**src/rtl/seven_seg_pkg.sv**
```systemverilog
// Shared constants, FSM state type and BCD helper for the seven-segment converter.
// Segment constants are in lit-high form (1 = segment on); output polarity is applied at the top.
package seven_seg_pkg;

  localparam logic [6:0] SEG_BLANK = 7'b0000000;
  localparam logic [6:0] SEG_DASH  = 7'b1000000;

  typedef enum logic [1:0] {
    IDLE  = 2'd0,
    SHIFT = 2'd1,
    LOAD  = 2'd2
  } state_e;

  function automatic logic [3:0] bcd_add3(input logic [3:0] d);
    return (d >= 4'd5) ? (d + 4'd3) : d;
  endfunction

endpackage

```
**src/rtl/seven_seg_digit_encoder.sv**
```systemverilog
// One decimal digit to lit-high gfedcba segments; dash takes priority over blank.
module seven_seg_digit_encoder
  import seven_seg_pkg::*;
(
  input  logic [3:0] digit_i,
  input  logic       blank_i,
  input  logic       dash_i,
  output logic [6:0] seg_o
);

  always_comb begin
    seg_o = SEG_BLANK;
    if (dash_i) begin
      seg_o = SEG_DASH;
    end else if (!blank_i) begin
      case (digit_i)
        4'd0:    seg_o = 7'b0111111;
        4'd1:    seg_o = 7'b0000110;
        4'd2:    seg_o = 7'b1011011;
        4'd3:    seg_o = 7'b1001111;
        4'd4:    seg_o = 7'b1100110;
        4'd5:    seg_o = 7'b1101101;
        4'd6:    seg_o = 7'b1111101;
        4'd7:    seg_o = 7'b0000111;
        4'd8:    seg_o = 7'b1111111;
        4'd9:    seg_o = 7'b1101111;
        default: seg_o = SEG_BLANK;
      endcase
    end
  end

endmodule

```
**src/rtl/bin_to_dec_seven_segment.sv**
```systemverilog
// Sequential double-dabble binary-to-decimal converter driving NUM_DIGITS seven-segment digits.
// Optional macro SEVEN_SEG_SIGNED_EN: treat bin_number as two's complement with a leading dash.
module bin_to_dec_seven_segment
  import seven_seg_pkg::*;
#(
  parameter int IN_WIDTH   = 8,
  parameter int NUM_DIGITS = 3,
  parameter int ACTIVE_LOW = 1
) (
  input  logic                      clk,
  input  logic                      reset,
  input  logic                      start,
  input  logic [IN_WIDTH-1:0]       bin_number,
  input  logic                      blank_lz,
  output logic                      busy,
  output logic                      done,
  output logic                      overflow,
  output logic [7*NUM_DIGITS-1:0]   seg_out
);

  localparam int CW = $clog2(IN_WIDTH + 1);
  localparam int BW = 4 * NUM_DIGITS;

  state_e                  state_q, state_d;
  logic [IN_WIDTH-1:0]     shift_q, shift_d, mag;
  logic [BW-1:0]           bcd_q, bcd_d, bcd_adj;
  logic [CW-1:0]           cnt_q, cnt_d;
  logic                    ovf_q, ovf_d, blank_q, blank_d, neg_q, neg_d, in_neg;
  logic                    done_q, done_d, ovf_out_q, ovf_out_d, ovf_fin;
  logic [7*NUM_DIGITS-1:0] seg_q, seg_d, seg_raw;
  logic [NUM_DIGITS-1:0]   dig_blank, dig_dash;
  logic                    seen;
  int unsigned             msd, dash_pos;

`ifdef SEVEN_SEG_SIGNED_EN
  // Negating -2^(IN_WIDTH-1) yields the same bit pattern, which is the correct unsigned magnitude.
  assign in_neg = bin_number[IN_WIDTH-1];
  assign mag    = in_neg ? (-bin_number) : bin_number;
`else
  assign in_neg = 1'b0;
  assign mag    = bin_number;
`endif

  always_comb begin
    bcd_adj = bcd_q;
    for (int unsigned k = 0; k < NUM_DIGITS; k++) begin
      bcd_adj[4*k +: 4] = bcd_add3(bcd_q[4*k +: 4]);
    end
  end

  // A negative value needs a free top digit for its dash, so a nonzero top digit overflows.
  always_comb begin
    ovf_fin   = ovf_q | (neg_q & (bcd_q[BW-1 -: 4] != 4'd0));
    seen      = 1'b0;
    msd       = 0;
    dig_blank = '0;
    dig_dash  = '0;
    for (int unsigned i = 0; i < NUM_DIGITS; i++) begin
      if (!seen && (bcd_q[4*(NUM_DIGITS-1-i) +: 4] != 4'd0)) begin
        msd  = NUM_DIGITS - 1 - i;
        seen = 1'b1;
      end
      dig_blank[NUM_DIGITS-1-i] = blank_q && (i != NUM_DIGITS - 1) && !seen;
    end
    dash_pos = blank_q ? (msd + 1) : (NUM_DIGITS - 1);
    for (int unsigned k = 0; k < NUM_DIGITS; k++) begin
      dig_dash[k] = ovf_fin | (neg_q & (k == dash_pos));
    end
  end

  for (genvar g = 0; g < NUM_DIGITS; g++) begin : g_dig
    seven_seg_digit_encoder u_enc (
      .digit_i (bcd_q[4*g +: 4]),
      .blank_i (dig_blank[g]),
      .dash_i  (dig_dash[g]),
      .seg_o   (seg_raw[7*g +: 7])
    );
  end

  always_comb begin
    state_d   = state_q;
    shift_d   = shift_q;
    bcd_d     = bcd_q;
    cnt_d     = cnt_q;
    ovf_d     = ovf_q;
    blank_d   = blank_q;
    neg_d     = neg_q;
    seg_d     = seg_q;
    ovf_out_d = ovf_out_q;
    done_d    = 1'b0;
    case (state_q)
      IDLE: begin
        if (start) begin
          shift_d = mag;
          bcd_d   = '0;
          cnt_d   = '0;
          ovf_d   = 1'b0;
          blank_d = blank_lz;
          neg_d   = in_neg;
          state_d = SHIFT;
        end
      end
      SHIFT: begin
        ovf_d   = ovf_q | bcd_adj[BW-1];
        bcd_d   = {bcd_adj[BW-2:0], shift_q[IN_WIDTH-1]};
        shift_d = shift_q << 1;
        cnt_d   = cnt_q + CW'(1);
        if (cnt_q == CW'(IN_WIDTH - 1)) state_d = LOAD;
      end
      LOAD: begin
        seg_d     = seg_raw;
        ovf_out_d = ovf_fin;
        done_d    = 1'b1;
        state_d   = IDLE;
      end
      default: state_d = IDLE;
    endcase
  end

  always_ff @(posedge clk or posedge reset) begin
    if (reset) begin
      state_q   <= IDLE;
      shift_q   <= '0;
      bcd_q     <= '0;
      cnt_q     <= '0;
      ovf_q     <= 1'b0;
      blank_q   <= 1'b0;
      neg_q     <= 1'b0;
      seg_q     <= '0;
      ovf_out_q <= 1'b0;
      done_q    <= 1'b0;
    end else begin
      state_q   <= state_d;
      shift_q   <= shift_d;
      bcd_q     <= bcd_d;
      cnt_q     <= cnt_d;
      ovf_q     <= ovf_d;
      blank_q   <= blank_d;
      neg_q     <= neg_d;
      seg_q     <= seg_d;
      ovf_out_q <= ovf_out_d;
      done_q    <= done_d;
    end
  end

  assign busy     = (state_q != IDLE);
  assign done     = done_q;
  assign overflow = ovf_out_q;
  assign seg_out  = (ACTIVE_LOW != 0) ? ~seg_q : seg_q;

endmodule

```
**config.mk**
```make
export PLATFORM = sky130hd
export DESIGN_NAME = bin_to_dec_seven_segment
export DESIGN_NICKNAME = d
export VERILOG_FILES = /design/src/rtl/seven_seg_pkg.sv /design/src/rtl/seven_seg_digit_encoder.sv /design/src/rtl/bin_to_dec_seven_segment.sv
export SDC_FILE = /design/constraint.sdc
export NUM_CORES = 1
export LEC_CHECK = 0
export CORE_MARGIN = 1.5
export CORE_UTILIZATION = 28
export CTS_BUF_LIST = sky130_fd_sc_hd__clkbuf_8
export CTS_CLUSTER_SIZE = 24
export DETAILED_ROUTE_END_ITERATION = 10
export HOLD_SLACK_MARGIN = 0.12
export MAX_ROUTING_LAYER = met4
export PLACE_DENSITY = 0.44
export SLEW_MARGIN = 20
export SYNTH_ARGS = -nofsm -noshare
export SYNTH_HDL_FRONTEND = slang
export SYNTH_HIERARCHICAL = 1
export SYNTH_SLANG_ARGS = --single-unit
```
**constraint.sdc**
```tcl
create_clock -name clk -period 3.53 [get_ports clk]
set_input_delay 0.5295 -clock clk [delete_from_list [all_inputs] [get_ports clk]]
set_output_delay 0.5295 -clock clk [all_outputs]
set_load 0.03 [all_outputs]
```
==> results.py <==
metrics = {
    "run_status": {
        "status": "finished, final reports clean",
    },
    "floorplanning": {
        "die_area_mm2": 0.0115,
        "die_w_um": 107,
        "start_util_pct": 29.1,
        "num_rows": 37,
        "coreArea_mm2": 0.0105,
        "die_h_um": 107,
        "io_pins": 36,
    },
    "logic_synthesis": {
        "synthFlopType": "dfrtp_1",
        "mappedNetlistArea_mm2": 0.00305,
        "synth_top_area_share_pct": 41.9,
        "synth-seq-area-share_pct": 41.9,
        "yosys.cell_types.count": 41,
        "synth_area_leaders": "dfrtp_1, ha_1, o21ai_0",
        "yosys_warnings": 6,
        "synthArstFlopShare_pct": 100,
        "synth_edf_count": 0,
        "syn_inst": 324,
        "synth-seq-cells": 51,
        "synth_area_leader_cell": "dfrtp_1",
        "syn_avg_cell_area_um2": 9.40,
    },
    "cells_and_area": {
        "fin_cells": 488,
        "fillers": 1115,
        "nets": 388,
        "diodes": 0,
        "multi_input_area_mm2": 0.00151,
        "drive_gt1_share_pct": 9.09,
        "syn2layout_area_growth_pct": 16.9,
        "ff_latch_area_mm2": 0.00128,
    },
    "sta": {
        "hold_violations": 0,
        "max_freq_ghz": 0.424,
        "finalSetupTns_ns": 0,
        "setup_viol": 0,
        "worstMarginPinSlew_ns": 0.935,
        "min_period_over_period_pct": 66.7,
        "rsz0062_at_grt": "false",
        "skew_ns": 0.0104,
        "slew-limit-headroom_pct": 37.7,
        "final_max_slew_viol_count": 0,
        "fin_crit_ns": 2.36,
    },
    "cts": {
        "cts-root-buf": "clkbuf_8",
        "htree_levels": 2,
        "clk_latency_ns": 0.31,
        "cts_inserted_buffers": 5,
        "cts_hold_buffers": 0,
        "post_cts_buffers": 0,
        "cts_tree": "built",
        "cts_resized": 0,
        "clockBufferDepth": 2,
        "cts.sinks": 51,
        "path_clk_slew_ns": 0.10,
    },
    "drt": {
        "drt_pre_antenna_iters": 4,
        "drc_errors": 0,
        "finalWirelength_um": 6460,
        "via_per_inst": 4.60,
        "num_vias": 2246,
        "drt_iter0_drc": 119,
        "detail-route-antenna-nets": 0,
        "route.detailed.wl_per_inst_um": 13.2,
    },
    "placed_design": {
        "gp_congestion": 0.760,
        "portBuffers": 35,
        "post-place-cells": 481,
        "hpwl_um": 4470,
    },
    "worst_setup_path": {
        "worstSetupStartpointType": "flip-flop",
        "arrival_ns": 2.55,
        "endpoint_kind": "flip-flop",
        "rrSetupSlack_ns": 1.17,
        "required_ns": 3.72,
        "rr_worst_depth": 8,
        "rr_endpoint": "seg_q[9]$_DFFE_PP0P_",
        "reg2reg_from": "bcd_q[9]$_DFFE_PP0P_",
        "path_class": "flip-flop to flip-flop",
        "cp_max_fo": 7,
    },
    "hold_path": {
        "hold_path_startpoint": "cnt_q[3]$_DFFE_PP0P_",
        "min_path_cells": 1,
        "hp-class": "flip-flop to flip-flop",
        "min_to": "state_q[1]$_DFFE_PP0P_",
    },
    "power": {
        "power.total_uw": 3210,
        "ir_drop_mv": 0.381,
        "power.density_mw_per_mm2": 903,
        "leakagePower_uw": 0.00157,
    },
    "run": {
        "maxCapViolCount": 0,
    },
    "global_route": {
        "grt-ovfl-total": 0,
        "grt_pass1_vias": 2215,
        "grt_max_degree": 30,
        "track_usage_pct": 12.3,
        "grt_antenna_before_repair": 0,
        "grt_pass1_wl_um": 10900,
    },
}
==> cells in the final DEF (no fill, tap or decap), drive strengths merged, types with 9 or more instances in the layout <==
| cell | count |
|---|---|
| dfrtp | 51 |
| inv | 37 |
| nand2 | 36 |
| clkdlybuf4s50 | 35 |
| o21ai | 28 |
| ha | 24 |
| nor2 | 20 |
| o22ai | 11 |
| nand2b | 10 |
| a21oi | 10 |
| a211oi | 9 |
==> worst max-delay path by stage <==
stage / start / to / slack [ns] / cells after the start
2_1_floorplan: bcd_q[9]$_DFFE_PP0P_ / seg_q[9]$_DFFE_PP0P_ / 1.62 / 9
3_3_place_gp: start / bcd_q[11]$_DFFE_PP0P_ / 1.24 / 5
3_5_place_dp: bcd_q[9]$_DFFE_PP0P_ / seg_q[9]$_DFFE_PP0P_ / 1.16 / 8
4_1_cts: bcd_q[9]$_DFFE_PP0P_ / seg_q[9]$_DFFE_PP0P_ / 1.13 / 8
5_1_grt: bcd_q[9]$_DFFE_PP0P_ / seg_q[9]$_DFFE_PP0P_ / 0.85 / 8
6_report: bcd_q[9]$_DFFE_PP0P_ / seg_q[9]$_DFFE_PP0P_ / 1.17 / 8
==> logic make-up (layout without fill, tap and decap cells) <==
family	after synthesis	in the layout	share of synthesized area, %
and+or+nand+nor	97	97	16.1
xor gates and xnor gates	9	9	2.59
adders and majority gates	24	24	9.86
AOI/OAI and AO/OA	78	78	17.9
other	1	3	0.123
buffers and inverters	57	83	8.75
DFF	51	51	41.9
muxes	7	7	2.87
==> final cells by class <==
cell class              count  area share, %
flip-flops and latches     51           35.8
well taps                 136           4.78
clock buffers               5           1.93
repair buffers             39           10.7
multi-input cells         218           42.5
inverters                  37           3.90
clock inverters             2          0.386
==> worst max-delay path, stage by stage (launching register included) <==
cell and delay, ns:
dfrtp_1 0.47, inv_1 0.17, ha_1 0.16, nor4bb_1 0.52, and3_1 0.29, or2_0 0.38
nor3_1 0.11, nand2_1 0.08, o21ai_0 0.07
==> Yosys cell counts (6+ instances only) <==
| library cell | number |
|---|---|
| nand2b_1 | 10 |
| o22ai_1 | 11 |
| nand2_1 | 35 |
| nor2_1 | 20 |
| a21oi_1 | 10 |
| xor2_1 | 6 |
| ha_1 | 24 |
| dfrtp_1 | 51 |
| inv_1 | 37 |
| buf_2 | 9 |
| o21ai_0 | 28 |
| a211oi_2 | 6 |
==> through the flow <==
step / utilization [%] / instance area, um^2 / hold WS, ns / worst slack [ns]
3_3_place_gp: 33.3 / 3480 / 0.472 / 1.24
3_5_place_dp: 33.3 / 3480 / 0.463 / 1.16
5_1_grt: 34.0 / 3560 / 0.527 / 0.853
4_1_cts: 34.0 / 3560 / 0.493 / 1.13
6_report: 34.0 / 3560 / 0.495 / 1.17
2_1_floorplan: - / 3050 / 0.436 / 1.62
==> report_power, final <==
group	switching (uW)	internal, uW
registers	260	831
logic	988	792
clock network	207	136
total	1460	1760
==> per-layer routing <==
layer | vias to the layer above | wire [um] | GRT usage, %
li1 | 1136 | - | -
met1 | 1066 | 3370 | 16.9
met2 | 39 | 2860 | 18.8
met3 | 5 | 175 | 2.36
met4 | 0 | 54 | 2.57
met5 | - | 0 | -
==> sequential cells by signal, indices dropped and copies added (netlist names) <==
name / count
cnt_q: 4
done: 1
state_q: 2
blank_q: 1
overflow: 1
bcd_q: 12
shift_q: 8
seg_q: 21
ovf_q: 1
Power figures use the tool's default switching activity.
